==> src/rtl/lake_sched_port_ctrl.sv <==
// Static-schedule port controller: N-dimensional affine iterator that strobes `step` when the cycle counter hits each point's scheduled time.
// Optional feature macro: LAKE_SCHED_AUTO_RESTART_EN (restart the schedule instead of parking in DONE).
module lake_sched_port_ctrl #(
    parameter int NUM_DIMS = 6,
    parameter int EXTENT_W = 11,
    parameter int ADDR_W   = 9,
    parameter int SCHED_W  = 16,
    parameter int CFG_W    = 1 + 3 + ADDR_W + SCHED_W + NUM_DIMS*(EXTENT_W+ADDR_W+SCHED_W)
) (
    input  logic               clk,
    input  logic               rst,
    input  logic               flush,
    input  logic               stall,
    input  logic [CFG_W-1:0]   config_sched,
    output logic               step,
    output logic [ADDR_W-1:0]  addr,
    output logic               done,
    output logic               sched_err,
    output logic [SCHED_W-1:0] cycle_count
);

    localparam int HDR_W = 4 + ADDR_W + SCHED_W;
    localparam int DIM_W = EXTENT_W + ADDR_W + SCHED_W;

`ifdef LAKE_SCHED_AUTO_RESTART_EN
    localparam bit AUTO_RESTART = 1'b1;
`else
    localparam bit AUTO_RESTART = 1'b0;
`endif

    typedef enum logic [1:0] {IDLE, RUN, DONE} state_t;

    state_t              state_reg, state_next;
    logic [SCHED_W-1:0]  count_reg, count_next, count_inc;
    logic                err_reg, err_next;
    logic                pend_reg, pend_next;

    logic                enable;
    logic [2:0]          dim_m1_raw, dim_m1;
    logic [ADDR_W-1:0]   addr_start, addr_sum;
    logic [SCHED_W-1:0]  sched_start, sched_time;

    logic [NUM_DIMS-1:0] active, at_max, lam, inc;
    logic                last;
    logic                adv, clear_all;

    logic [ADDR_W-1:0]   apart [NUM_DIMS];
    logic [SCHED_W-1:0]  spart [NUM_DIMS];

    assign enable      = config_sched[0];
    assign dim_m1_raw  = config_sched[3:1];
    assign addr_start  = config_sched[4 +: ADDR_W];
    assign sched_start = config_sched[4+ADDR_W +: SCHED_W];
    assign dim_m1      = (int'(dim_m1_raw) >= NUM_DIMS) ? 3'(NUM_DIMS-1) : dim_m1_raw;

    // Each dimension keeps i_d and its running contributions i_d*stride_d as accumulators.
    generate
        for (genvar gi = 0; gi < NUM_DIMS; gi++) begin : g_dim
            logic [EXTENT_W-1:0] ext, iter_reg, iter_next;
            logic [ADDR_W-1:0]   astr, apart_reg, apart_next;
            logic [SCHED_W-1:0]  sstr, spart_reg, spart_next;

            assign ext  = config_sched[HDR_W + gi*DIM_W +: EXTENT_W];
            assign astr = config_sched[HDR_W + gi*DIM_W + EXTENT_W +: ADDR_W];
            assign sstr = config_sched[HDR_W + gi*DIM_W + EXTENT_W + ADDR_W +: SCHED_W];

            assign active[gi] = (gi <= int'(dim_m1));
            assign at_max[gi] = (iter_reg >= ext);
            assign inc[gi]    = active[gi] && lam[gi] && !at_max[gi];
            assign apart[gi]  = apart_reg;
            assign spart[gi]  = spart_reg;

            always_comb begin
                iter_next  = iter_reg;
                apart_next = apart_reg;
                spart_next = spart_reg;
                if (clear_all) begin
                    iter_next  = '0;
                    apart_next = '0;
                    spart_next = '0;
                end else if (adv && !last) begin
                    if (inc[gi]) begin
                        iter_next  = iter_reg + 1'b1;
                        apart_next = apart_reg + astr;
                        spart_next = spart_reg + sstr;
                    end else if (active[gi] && lam[gi] && at_max[gi]) begin
                        // inner dimension wraps because an outer one carries
                        iter_next  = '0;
                        apart_next = '0;
                        spart_next = '0;
                    end
                end
            end

            always_ff @(posedge clk or posedge rst) begin
                if (rst) begin
                    iter_reg  <= '0;
                    apart_reg <= '0;
                    spart_reg <= '0;
                end else begin
                    iter_reg  <= iter_next;
                    apart_reg <= apart_next;
                    spart_reg <= spart_next;
                end
            end
        end
    endgenerate

    // lam[d]: every active dimension below d sits at its extent.
    always_comb begin
        last = 1'b1;
        lam  = '0;
        for (int d = 0; d < NUM_DIMS; d++) begin
            lam[d] = last;
            last   = last && (!active[d] || at_max[d]);
        end
    end

    always_comb begin
        addr_sum   = addr_start;
        sched_time = sched_start;
        for (int d = 0; d < NUM_DIMS; d++) begin
            if (active[d]) begin
                addr_sum   = addr_sum + apart[d];
                sched_time = sched_time + spart[d];
            end
        end
    end

    assign count_inc = (count_reg == '1) ? count_reg : count_reg + 1'b1;

    always_comb begin
        state_next = state_reg;
        count_next = count_reg;
        err_next   = err_reg;
        pend_next  = pend_reg;
        adv        = 1'b0;
        clear_all  = 1'b0;
        step       = 1'b0;
        if (flush) begin
            state_next = IDLE;
            count_next = '0;
            err_next   = 1'b0;
            pend_next  = 1'b0;
            clear_all  = 1'b1;
        end else if (!stall) begin
            unique case (state_reg)
                IDLE: begin
                    if (enable) state_next = RUN;
                end
                RUN: begin
                    count_next = count_inc;
                    if (pend_reg) begin
                        count_next = '0;
                        pend_next  = 1'b0;
                    end else if (count_reg == sched_time) begin
                        step = 1'b1;
                        adv  = 1'b1;
                    end else if (count_reg > sched_time) begin
                        // missed slot: flag it and skip the point without a strobe
                        err_next = 1'b1;
                        adv      = 1'b1;
                    end
                    if (adv && last) begin
                        if (AUTO_RESTART) begin
                            clear_all = 1'b1;
                            pend_next = 1'b1;
                        end else begin
                            state_next = DONE;
                        end
                    end
                end
                DONE: begin
                    count_next = count_inc;
                end
                default: state_next = IDLE;
            endcase
        end
    end

    always_ff @(posedge clk or posedge rst) begin
        if (rst) begin
            state_reg <= IDLE;
            count_reg <= '0;
            err_reg   <= 1'b0;
            pend_reg  <= 1'b0;
        end else begin
            state_reg <= state_next;
            count_reg <= count_next;
            err_reg   <= err_next;
            pend_reg  <= pend_next;
        end
    end

    assign addr        = (state_reg == IDLE) ? '0 : addr_sum;
    assign done        = (state_reg == DONE) || pend_reg;
    assign sched_err   = err_reg;
    assign cycle_count = count_reg;

endmodule
==> config.mk <==
export PLATFORM = sky130hd
export DESIGN_NAME = lake_sched_port_ctrl
export DESIGN_NICKNAME = d
export VERILOG_FILES = /design/src/rtl/lake_sched_port_ctrl.sv
export SDC_FILE = /design/constraint.sdc
export NUM_CORES = 1
export LEC_CHECK = 0
export ABC_AREA = 0
export BUFFER_PORTS_ARGS = -buffer_cell sky130_fd_sc_hd__buf_4
export CORE_MARGIN = 2
export CORE_UTILIZATION = 60
export DETAILED_ROUTE_END_ITERATION = 6
export PLACE_DENSITY = 0.85
export RECOVER_POWER = 25
export SETUP_SLACK_MARGIN = 0.15
export SLEW_MARGIN = 20
export SYNTH_ARGS = -nofsm -noshare
export SYNTH_HDL_FRONTEND = slang
export SYNTH_SLANG_ARGS = --single-unit
==> constraint.sdc <==
create_clock -name clk -period 13.9 [get_ports clk]
set_input_delay 1.39 -clock clk [delete_from_list [all_inputs] [get_ports clk]]
set_output_delay 1.39 -clock clk [all_outputs]
set_load 0.03 [all_outputs]
; Word-level counts from Yosys, hierarchy flattened
; Cells that the tools add are included.
; Widths: inputs -> output; s select.
[classes]
magnitude_cmp = 13
shift = 0
addsub = 31
n_reduce_logical = 58
bitwise_logic = 0
multipliers = 0
n_mux = 115
n_div = 0
n_eq_ne = 10
[op_table]
columns = op, count
row1 = $mux 16, 32
row2 = $mux 9, 29
row3 = $mux 11, 23
row4 = $add 16x16->16, 12
row5 = $add 9x9->9, 12
row6 = $add 11x1->11 const B, 6
row7 = $ge 11x11->1, 6
row8 = $pmux 16 s2, 1
row9 = $mux 1, 24
row10 = $logic_and 1x1->1, 22
row11 = $reduce_bool 3->1, 6
row12 = $add 16x1->16 const B, 1
row13 = $eq 16x16->1, 1
row14 = $eq 16x16->1 const B, 1
row15 = $gt 16x16->1, 1
row16 = $reduce_and 2->1, 7
row17 = $logic_not 1->1, 11
row18 = $mux 2, 4
row19 = $ne 2x2->1 const B, 4
row20 = $le 2x3->1 const A, 2
row21 = $le 3x3->1 const A, 2
row22 = $logic_or 1x1->1, 6
row23 = $ne 3x3->1 const B, 2
row24 = $pmux 2 s3, 1
row25 = 9 further kinds, 11
[word_totals]
ram_bits = 0
output_inout_bits = 28
latch_bits = 0
word_cells = 249
memories = 0
in_bits = 249
ff_bits = 236
rom_bits = 0

; Longest topological paths before layout
; Gate-level depths: netlist of run 1.
[depth]
word_depth = 25
ltp_mapped = 59
depth_no_buf = 57

; Worst setup path before layout of run 1
; No wires, ideal clock.
[synth_path]
kind = input port to output port
start = in config_sched[13]
end = out step
arrival_ns = 10.442
required_ns = 12.510
path_slack_ns = 2.068
cell_stages = 45
cell_sequence = ha_1 fa_1 a21o_1 a21oi_1 o21bai_1 a21oi_1 xnor2_1 ha_1 a21oi_1 inv_1 a31oi_1 xnor2_1 mux2_2 ha_1 nor2b_1 o41ai_1 nor2b_1 xnor2_1 [9 not listed] ha_1 a21oi_1 nand2_1 o31ai_1 xnor2_1 mux2_4 ha_1 nand3_1 o2111ai_1 a21oi_1 xnor2_1 nand2_1 xnor3_1 ha_1 nand4_1 or2_1 nor3_1 nor3b_1
[synth_between]
elab_chain_len = 17
[synth_lines]
columns = element, line_no
row1 = from (decl), 14  ; input logic [CFG_W-1:0] config_sched,
row2 = $add 16x16->16 *, 125  ; sched_time = sched_time + spart[d];
row3 = $add 16x16->16, 125
row4 = $mux 16 *, 123  ; if (active[d]) begin
row5 = $add 16x16->16, 125
row6 = $mux 16 *, 123
row7 = $add 16x16->16, 125
row8 = $mux 16 *, 123
row9 = $add 16x16->16, 125
row10 = $mux 16 *, 123
row11 = $add 16x16->16, 125
row12 = $mux 16 *, 123
row13 = $eq 16x16->1 *, 156  ; end else if (count_reg == sched_time) begin
row14 = $mux 1 *, 156
row15 = $mux 1 *, 153  ; if (pend_reg) begin
row16 = $mux 1 *, 147  ; unique case (state_reg)
row17 = $mux 1 *, 146  ; end else if (!stall) begin
row18 = $mux 1 *, 140  ; if (flush) begin
row19 = to (decl), 15  ; output logic step,
; Mark *: on every way between the ends. The rest lies on a longest branch, timed or not.

; Worst setup path after layout of run 1
; Same ends and word-level chain as after synthesis.

==> impl.org, run 1 <==
** CTS
- Clock latency on the worst-skew pair, taken at its later pin, is 0.58 ns.
- In this run the number of H-tree levels came out at 1.
- The clock passes through at most 3 buffers.
- After clock tree synthesis, the clock-pin slew on the worst setup and hold paths is roughly 0.060 ns.
- In this run the post-CTS setup repair buffer count came out at 0.
- Total number of clock tree sinks :: between 200 and 250
- Buffers inserted during clock tree synthesis total 28.
- Clock tree from TritonCTS :: yes
- Resize count post-CTS :: 0
- CTS root buf :: clkbuf_16
- Hold repair after CTS inserted 0 buffers.

** Die
- From left edge to right edge, the die measures 206 um.
- Area of the die :: 0.0426 mm2
- During I/O placement, the number of pins put on the boundary was 277.
- CORE AREA :: between 0.04 and 0.05 mm2
- The initial utilization of the core area, before any placement, comes to between 60% and 70%.
- In this run the core area contains between 70 and 80 standard-cell rows.
- Die span in y :: ~210 um

** Finish
- Share of layout cells above drive strength 1 :: between 10% and 20%
- Commonest non-fill, non-tap cells in the layout :: ha_1, buf_4, a21oi_1, dfrtp_1, nand2_1
- FILL cells :: 3,206
- Area grow syn2layout :: 14.4%
- Number of nets in the layout :: approximately 3,700
- Number of flip-flops in the largest register :: between 90 and 100
- Most frequent standard cell in the layout excluding fill and tap cells :: ha_1

** Detailed routing
- Initial drt markers :: 1,651
- The count of nets left with antenna violations once routing finished came out at 0.
- Residual DRC :: 0
- Vias per cell :: about 6.3
- Drt wl/cell :: approximately 20 um
- Detailed routing inserted a total of between 20,000 and 25,000 vias.
- WL final :: just over 70 mm
- TritonRoute pass-1 iters :: 6

** Logic synthesis
- The synthesized design contains 235 register bits.
- Counting flops with a built-in enable in the synthesized netlist gives 0.
- The Yosys step of the flow raised 0 warnings.
- The mapped netlist covers between 0.02 and 0.025 mm2.
- In the synthesized netlist, the number of instances is roughly 2,800.
- Fraction of registers with async set or reset after synthesis :: 100%
- In this run the mean area of a mapped cell was ~8.6 um2.
- Seq/Total Area, Yosys :: a little under a quarter
- For this run, the leading register cell type out of synthesis is dfrtp_1.
- Post-synth cell types :: 85
- The number of nets handed over by synthesis was 3,491.

** Outcome
- The flow ran to the end, but the final reports show violations.
- Failing checks :: capacitance limit, slew limit

** Hold path
- The worst hold path begins at g_dim[1].iter_reg[10].
- Worst min path class :: reg2reg
- Along the worst hold path, the cell count comes to 1.
- Worst-case hold path end point :: g_dim[1].iter_reg[10]

** Critical path
- In this run the critical register-to-register path is launched from g_dim[0].spart_reg[0].
- By startpoint and endpoint, the worst setup path is classified as in2out.
- The worst register-to-register path has a depth of 50.
- For the worst setup path, the data arrival time is 11.46 ns.
- Largest fanout on the critical path :: 6
- In this run the critical register-to-register path is captured at g_dim[2].iter_reg[0].
- Critical Path End Type :: primary output
- The worst setup path is launched from a primary input.
- Slowest stage cell on the critical path :: o41ai_2
- For this run, the slowest stage of the critical path takes just under 0.6 ns.
- Worst setup slack for register-to-register paths :: roughly 2.1 ns
- The most numerous cell type found on the critical path is ha_1.
- Worst endpoint required time :: around 13 ns

** Place
- The count of buffers added on input and output ports is about 280.
- After legalization and detailed placement, the total HPWL measured between 50 and 60 mm.
- Setup Slack @ Placement :: between 1 and 1.5 ns
- Placer Congestion :: between 0.9 and 1

** Global routing
- Antenna violations before repair :: 3
- Entering global routing, the biggest net connects 119 pins.
- The via count of the first global-routing pass is 23,000.
- Total Routing Usage GR :: around a third
- For this run the aggregate overflow at the end of global routing stands at 0.
- The first global-routing pass estimated ~120 mm of wire.

** Timing
- The worst pin sits at a relative slew slack of -276%.
- The final-report max-slew violation count is approximately 120.
- The final critical path takes up ~90% of the cycle.
- Setup violations remaining at the end of the flow were counted as 0.
- The hold violation total from the final report came to 0.
- Final setup margin :: roughly 1.0 ns
- Between clock sinks in the finished design, the worst skew comes to approximately 0.023 ns.
- Setup repair after global routing left no endpoint under its margin.
- Final min period :: between 10 and 15 ns
- Static timing analysis puts the maximum clock frequency at 77.8 MHz.
- At the pin with the least slew margin, the transition time is between 5 and 6 ns.
- Final setup TNS :: 0 ns

** Flow run
- Across the run, the number of max-cap violations was 1.

** Power and ir drop
- Pwr/cell area :: approximately 65 mW/mm2
- Summed over all cells, the static leakage comes to 14.5 nW.
- Max IR drop VDD :: roughly 0.000082 V
[synth_stat cells (all sizes together) (10+ instances only)]
library cell | count | share of area [%]
ha | 374 | 19
a21oi | 274 | 5.6
clkbuf | 48 | 0.73
a211o | 17 | 0.61
dfrtp | 235 | 24
inv | 201 | 3.1
mux2 | 32 | 1.5
or2 | 15 | 0.38
o211ai | 12 | 0.37
nor3 | 56 | 1.2
o21bai | 50 | 1.5
mux2i | 23 | 0.94
a211oi | 47 | 1.4
nor2 | 154 | 2.4
and3 | 43 | 1.1
buf | 31 | 0.68
or3 | 34 | 0.89
and2 | 15 | 0.39
o21ai | 131 | 2.7
a21boi | 10 | 0.31
nor4 | 13 | 0.33
xor2 | 69 | 2.5
nand2b | 45 | 1.1
a21o | 89 | 2.7
a31oi | 43 | 1.1
a22o | 118 | 4.2
fa | 24 | 2.0
o31ai | 21 | 0.64
nand2 | 203 | 3.1
o21a | 35 | 1.1
nand3 | 51 | 1.0
nand4 | 18 | 0.46
nor2b | 34 | 0.87
xnor2 | 179 | 6.4
[worst max-delay path by stage]
stage	endpoint	from	cells after the start
3_3_place_gp	g_dim[3].iter_reg[9]	config_sched[13]	47
5_1_grt	step	config_sched[13]	48
3_5_place_dp	g_dim[3].iter_reg[9]	config_sched[13]	51
2_1_floorplan	step	config_sched[13]	45
6_report	step	config_sched[13]	48
4_1_cts	step	config_sched[13]	48
[worst max-delay path: cells and delay by family]
kind,cells,cell delay (ns)
AOI/OAI and AO/OA,17,3.61
xor gates and xnor gates,7,1.27
buffers and inverters,3,0.43
adders and majority gates,8,2.66
and+or+nand+nor,13,2.09
[area by class of cell]
cell class / count / area [um2] / area share, %
antenna: 3 / 7.51 / 0.0267
clock buffer: 35 / 778 / 2.77
clock inverter: 16 / 161 / 0.574
inverter: 201 / 756 / 2.69
multi-input combinational: 2329 / 17600 / 62.7
sequential: 235 / 5880 / 20.9
tap: 532 / 666 / 2.37
timing repair buffer: 299 / 2250 / 8.00
[power breakdown]
| part | leakage [nW] | switching (W) | internal (W) |
|---|---|---|---|
| clock network | 0.472 | 0.000315 | 0.000450 |
| logic | 10.8 | 0.000225 | 0.000166 |
| registers | 3.28 | 0.000000745 | 0.000685 |
[cells by family after synthesis]
kind of cell / after synthesis / share of synthesized area, %
flops: 235 / 23.9
mux: 55 / 2.43
compound gates: 922 / 25.2
xor+xnor: 249 / 8.93
fa+ha+maj: 398 / 21.0
simple gates: 705 / 14.1
buf+inv: 280 / 4.48
[metal layers]
layer	vias to the layer above	wire (um)	GRT usage, %
li1	10900	-	-
met1	11000	30300	44.6
met2	873	33400	56.8
met3	193	4990	4.18
met4	0	3060	13.6
met5	-	0	0
[metrics by stage]
stage          hold slack, ns  cell area (um2)  cells  total power [W]  utilization [%]
5_1_grt                 0.511            28100   3650          0.00191             69.2
2_1_floorplan           0.450            24600   2844         0.000938                -
6_report                0.486            28100   3650          0.00184             69.2
3_5_place_dp            0.477            27200   3595          0.00108             66.8
3_3_place_gp            0.472            27200   3595          0.00107             66.8
4_1_cts                 0.487            28100   3646          0.00184             69.1
(Power assumes the default switching activity.)
==> run 2: changes to the inputs <==
--- a/config.mk
+++ b/config.mk
@@ -5,10 +5,11 @@
 export SDC_FILE = /design/constraint.sdc
 export NUM_CORES = 1
 export LEC_CHECK = 0
-export ABC_AREA = 0
+export ABC_AREA = 1
 export BUFFER_PORTS_ARGS = -buffer_cell sky130_fd_sc_hd__buf_4
 export CORE_MARGIN = 2
 export CORE_UTILIZATION = 60
+export CTS_CLUSTER_DIAMETER = 80
 export DETAILED_ROUTE_END_ITERATION = 6
 export PLACE_DENSITY = 0.85
 export RECOVER_POWER = 25
==> run 2 against run 1 <==
The flow still finishes with violations (capacitance limit, slew limit). Via count increased by 17%. Die area grew 8.0%. Worst setup slack improved by 0.61 ns. Utilization decreased by 0.64 points. Clock power up 10%. Combinational power is 27% higher. Non-clock buffer count fell by 13. Routed wire length is 8.0% higher.
==> impl.org, run 2 <==
** Outcome
- Failing checks :: capacitance limit, slew limit
- The flow ran to the end, but the final reports show violations.

** Logic synthesis
- Area of the mapped netlist :: between 0.02 and 0.03 mm2
- When the netlist entered floorplanning its net count stood at about 4,400.
- Averaged over all synthesized cells, the footprint is roughly 7 um2.
- Among all cell types in the netlist, the one instantiated most often is nand2_1.
- Most used flip-flop cell after synthesis :: dfrtp_1
- Leading cell types by count after synthesis :: nand2_1, nand3_1, inv_1, ha_1, a21oi_1
- Post-Synthesis Cells :: ~3,800
- Post-synthesis register bit count :: ~240
- For this run, the number of Yosys warnings is 0.
- Seq/Total Area, Yosys :: between 20% and 30%
- Top cell type's share of synthesized area :: 22.1%
- Top area cells in the synthesized netlist :: dfrtp_1, ha_1, nand2_1
- Most area-hungry cell type in the Yosys netlist :: dfrtp_1
- After synthesis, the share of flip-flops with an asynchronous set or reset is 100%.
- Number of enable-type register cells in the synthesized netlist :: 0
- Post-synth cell types :: 60

** Critical path
- Slowest stage cell on the critical path :: a21boi_0
- The number of buffers and inverters on the critical path is 8.
- Critical Setup Path Class :: in2out
- In this run the worst path has a maximum fanout of 6.
- Data arrival time at the worst-slack endpoint :: approximately 11 ns
- STA puts the critical path data required time at approximately 13 ns.
- The most numerous cell type found on the critical path is nand2_1.
- Critical Path End Type :: primary output
- Worst setup slack for register-to-register paths :: between 2 and 2.5 ns
- Delay of the slowest cell on the worst path :: 0.42 ns
- In this design, the largest share of critical-path delay is due to simple AND/OR/NAND/NOR gates.
- The worst setup path is launched from a primary input.

** Global routing
- Global routing used between 30% and 40% of the available tracks.
- Entering global routing, the biggest net connects slightly above 90 pins.
- Global-route wire length before repair :: 125 mm
- Antenna violations before repair :: 3
- Global routing finished with a remaining overflow of 0.
- The via count of the first global-routing pass was 25,000.

** Die
- CORE AREA :: roughly 0.044 mm2
- Initial core utilization :: just over 60%
- Die width :: roughly 210 um
- Die span in y :: around 210 um
- In this run the core area contains 77 standard-cell rows.
- Area of the die :: ~0.046 mm2
- approximately 280 I/O pins were placed.

** CTS
- Setup bufs post-CTS :: 0
- Clock tree from TritonCTS :: yes
- Clock-pin slew was measured on the worst setup and hold paths at approximately 0.060 ns.
- TritonCTS created 29 clock buffers.
- The number of hold buffers added after CTS was 0.
- Resize count post-CTS :: 0
- Worst skew pair latency :: ~0.57 ns
- In this run the clock root is driven by a clkbuf_16.
- CTS built an H-tree with a depth of 1.
- Max clock buf depth :: 3
- Total number of clock tree sinks :: approximately 240

** Place
- Setup Slack @ Placement :: ~1.4 ns
- After detailed placement, the design holds a cell count of ~4,600.
- Placer Congestion :: 0.998
- Once placement finished, the instance area stood at 0.0291 mm2.
- Placed wire-length estimate :: 61.0 mm
- Count of buffers from port buffering :: ~280

** Hold path
- Worst min path class :: reg2reg

** Timing
- In the post-route analysis, the smallest setup slack over all paths is ~1.7 ns.
- Final Slew Violations :: roughly 250
- Fmax :: 81.7 MHz
- Count of endpoints failing setup in the final report :: 0
- Setup repair after global routing left no endpoint under its margin.
- For the pin with the worst max-slew slack, the measured transition is around 4.3 ns.
- The hold violation total from the final report came to 0.
- For the final database, setup skew stands at 0.0193 ns.
- Final cycle utilization of the critical path :: approximately nine tenths
- Summed over all failing endpoints, the final setup total negative slack is 0 ns.
- Final min period :: between 10 and 15 ns
- Max-slew headroom at the worst pin :: -189%

** Finish
- Most frequent standard cell in the layout excluding fill and tap cells :: nand2_1
- After routing the design area is approximately 0.030 mm2.
- Cells with a size suffix above 1 make up ~11% of the layout.
- Commonest non-fill, non-tap cells in the layout :: nand2_1, nand3_1, inv_1, ha_1, a21oi_1
- The net count of the finished layout is about 4,700.
- Area grow syn2layout :: 13.2%
- Filler-free cell count of the finished design :: between 4,000 and 5,000
- The register with the most flip-flops in the layout has between 90 and 100 of them.

** Detailed routing
- Via total after detailed routing :: 26,900
- In the routed layout, each cell is associated on average with a via count of approximately 5.8.
- Drt wl/cell :: 16.7 um
- Initial drt markers :: 2,291
- DRT antenna net count :: 0
- WL final :: just under 80 mm
- After detailed routing, the number of remaining DRC violations is 0.
- TritonRoute pass-1 iters :: 7

** Flow run
- # Max-Cap Violations :: 4

** Power and ir drop
- Leakage Power :: between 15 and 20 nW
- The worst-case IR drop observed on VDD is around 0.000094 V.
- Dividing total power by cell area gives a power density of a little under 70 mW/mm2.
run 2: layer usage:
metal	routed length [um]	share of wire [%]	up-vias	track usage [%]
met2	35500	46	981	55.2
li1	-	-	13300	-
met3	5910	7.6	169	4.89
met4	2860	3.7	4	11.1
met1	33200	43	12400	43.9
met5	27	0.035	-	0
run 2: area by class of cell:
class | instances | area [um2]
multi-input cells | 3050 | 18600
well taps | 592 | 741
clock buffers | 36 | 802
flip-flops and latches | 235 | 5880
fillers | 3818 | 13800
diodes | 2 | 5.00
clock inverters | 17 | 258
inverters | 434 | 1640
repair buffers | 286 | 2140
run 2: cell families (layout without fill, tap and decap cells):
group,count (synthesis),in the layout,share of synthesized area [%]
xor+xnor,213,213,7.02
flops,235,235,22.1
fa+ha+maj,398,398,19.4
buf+inv,517,773,7.76
other cells,0,2,0
mux,1,1,0.0376
compound gates,647,647,13.7
simple gates,1791,1791,29.9
run 2: path summary, 6_finish.rpt:
path / startpoint / end / cells after the start
setup / recovery: config_sched[13] / step / 56
hold / removal: g_dim[0].spart_reg[0] / g_dim[0].spart_reg[0] / 2
setup reg to reg: g_dim[0].spart_reg[0] / g_dim[5].spart_reg[7] / 60
hold reg to reg: g_dim[0].spart_reg[0] / g_dim[0].spart_reg[0] / 2
max in group asynchronous: rst / g_dim[0].iter_reg[4] / 3
min in group asynchronous: rst / g_dim[3].apart_reg[8] / 2
run 2: worst register-to-register path, delay by kind of cell, from the launching register on:
| family | cells | cell delay, ns |
|---|---|---|
| fa+ha+maj | 8 | 2.56 |
| compound gates | 12 | 2.68 |
| xor+xnor | 1 | 0.14 |
| flops | 1 | 0.41 |
| buf+inv | 7 | 0.71 |
| simple gates | 32 | 4.93 |
run 2: stage by stage:
step / power (W) / utilization, % / hold slack (ns)
2_1_floorplan: 0.00101 / - / 0.471
3_3_place_gp: 0.00119 / 66.1 / 0.504
3_5_place_dp: 0.00119 / 66.1 / 0.520
4_1_cts: 0.00203 / 68.6 / 0.532
5_1_grt: 0.00212 / 68.5 / 0.554
6_report: 0.00203 / 68.5 / 0.536
run 2: power by group:
| part | internal, W | switching, W | total [W] |
|---|---|---|---|
| clock network | 0.000522 | 0.000323 | 0.000845 |
| registers | 0.000688 | 0.00000524 | 0.000693 |
| logic | 0.000179 | 0.000317 | 0.000495 |
| total | 0.00139 | 0.000645 | 0.00203 |
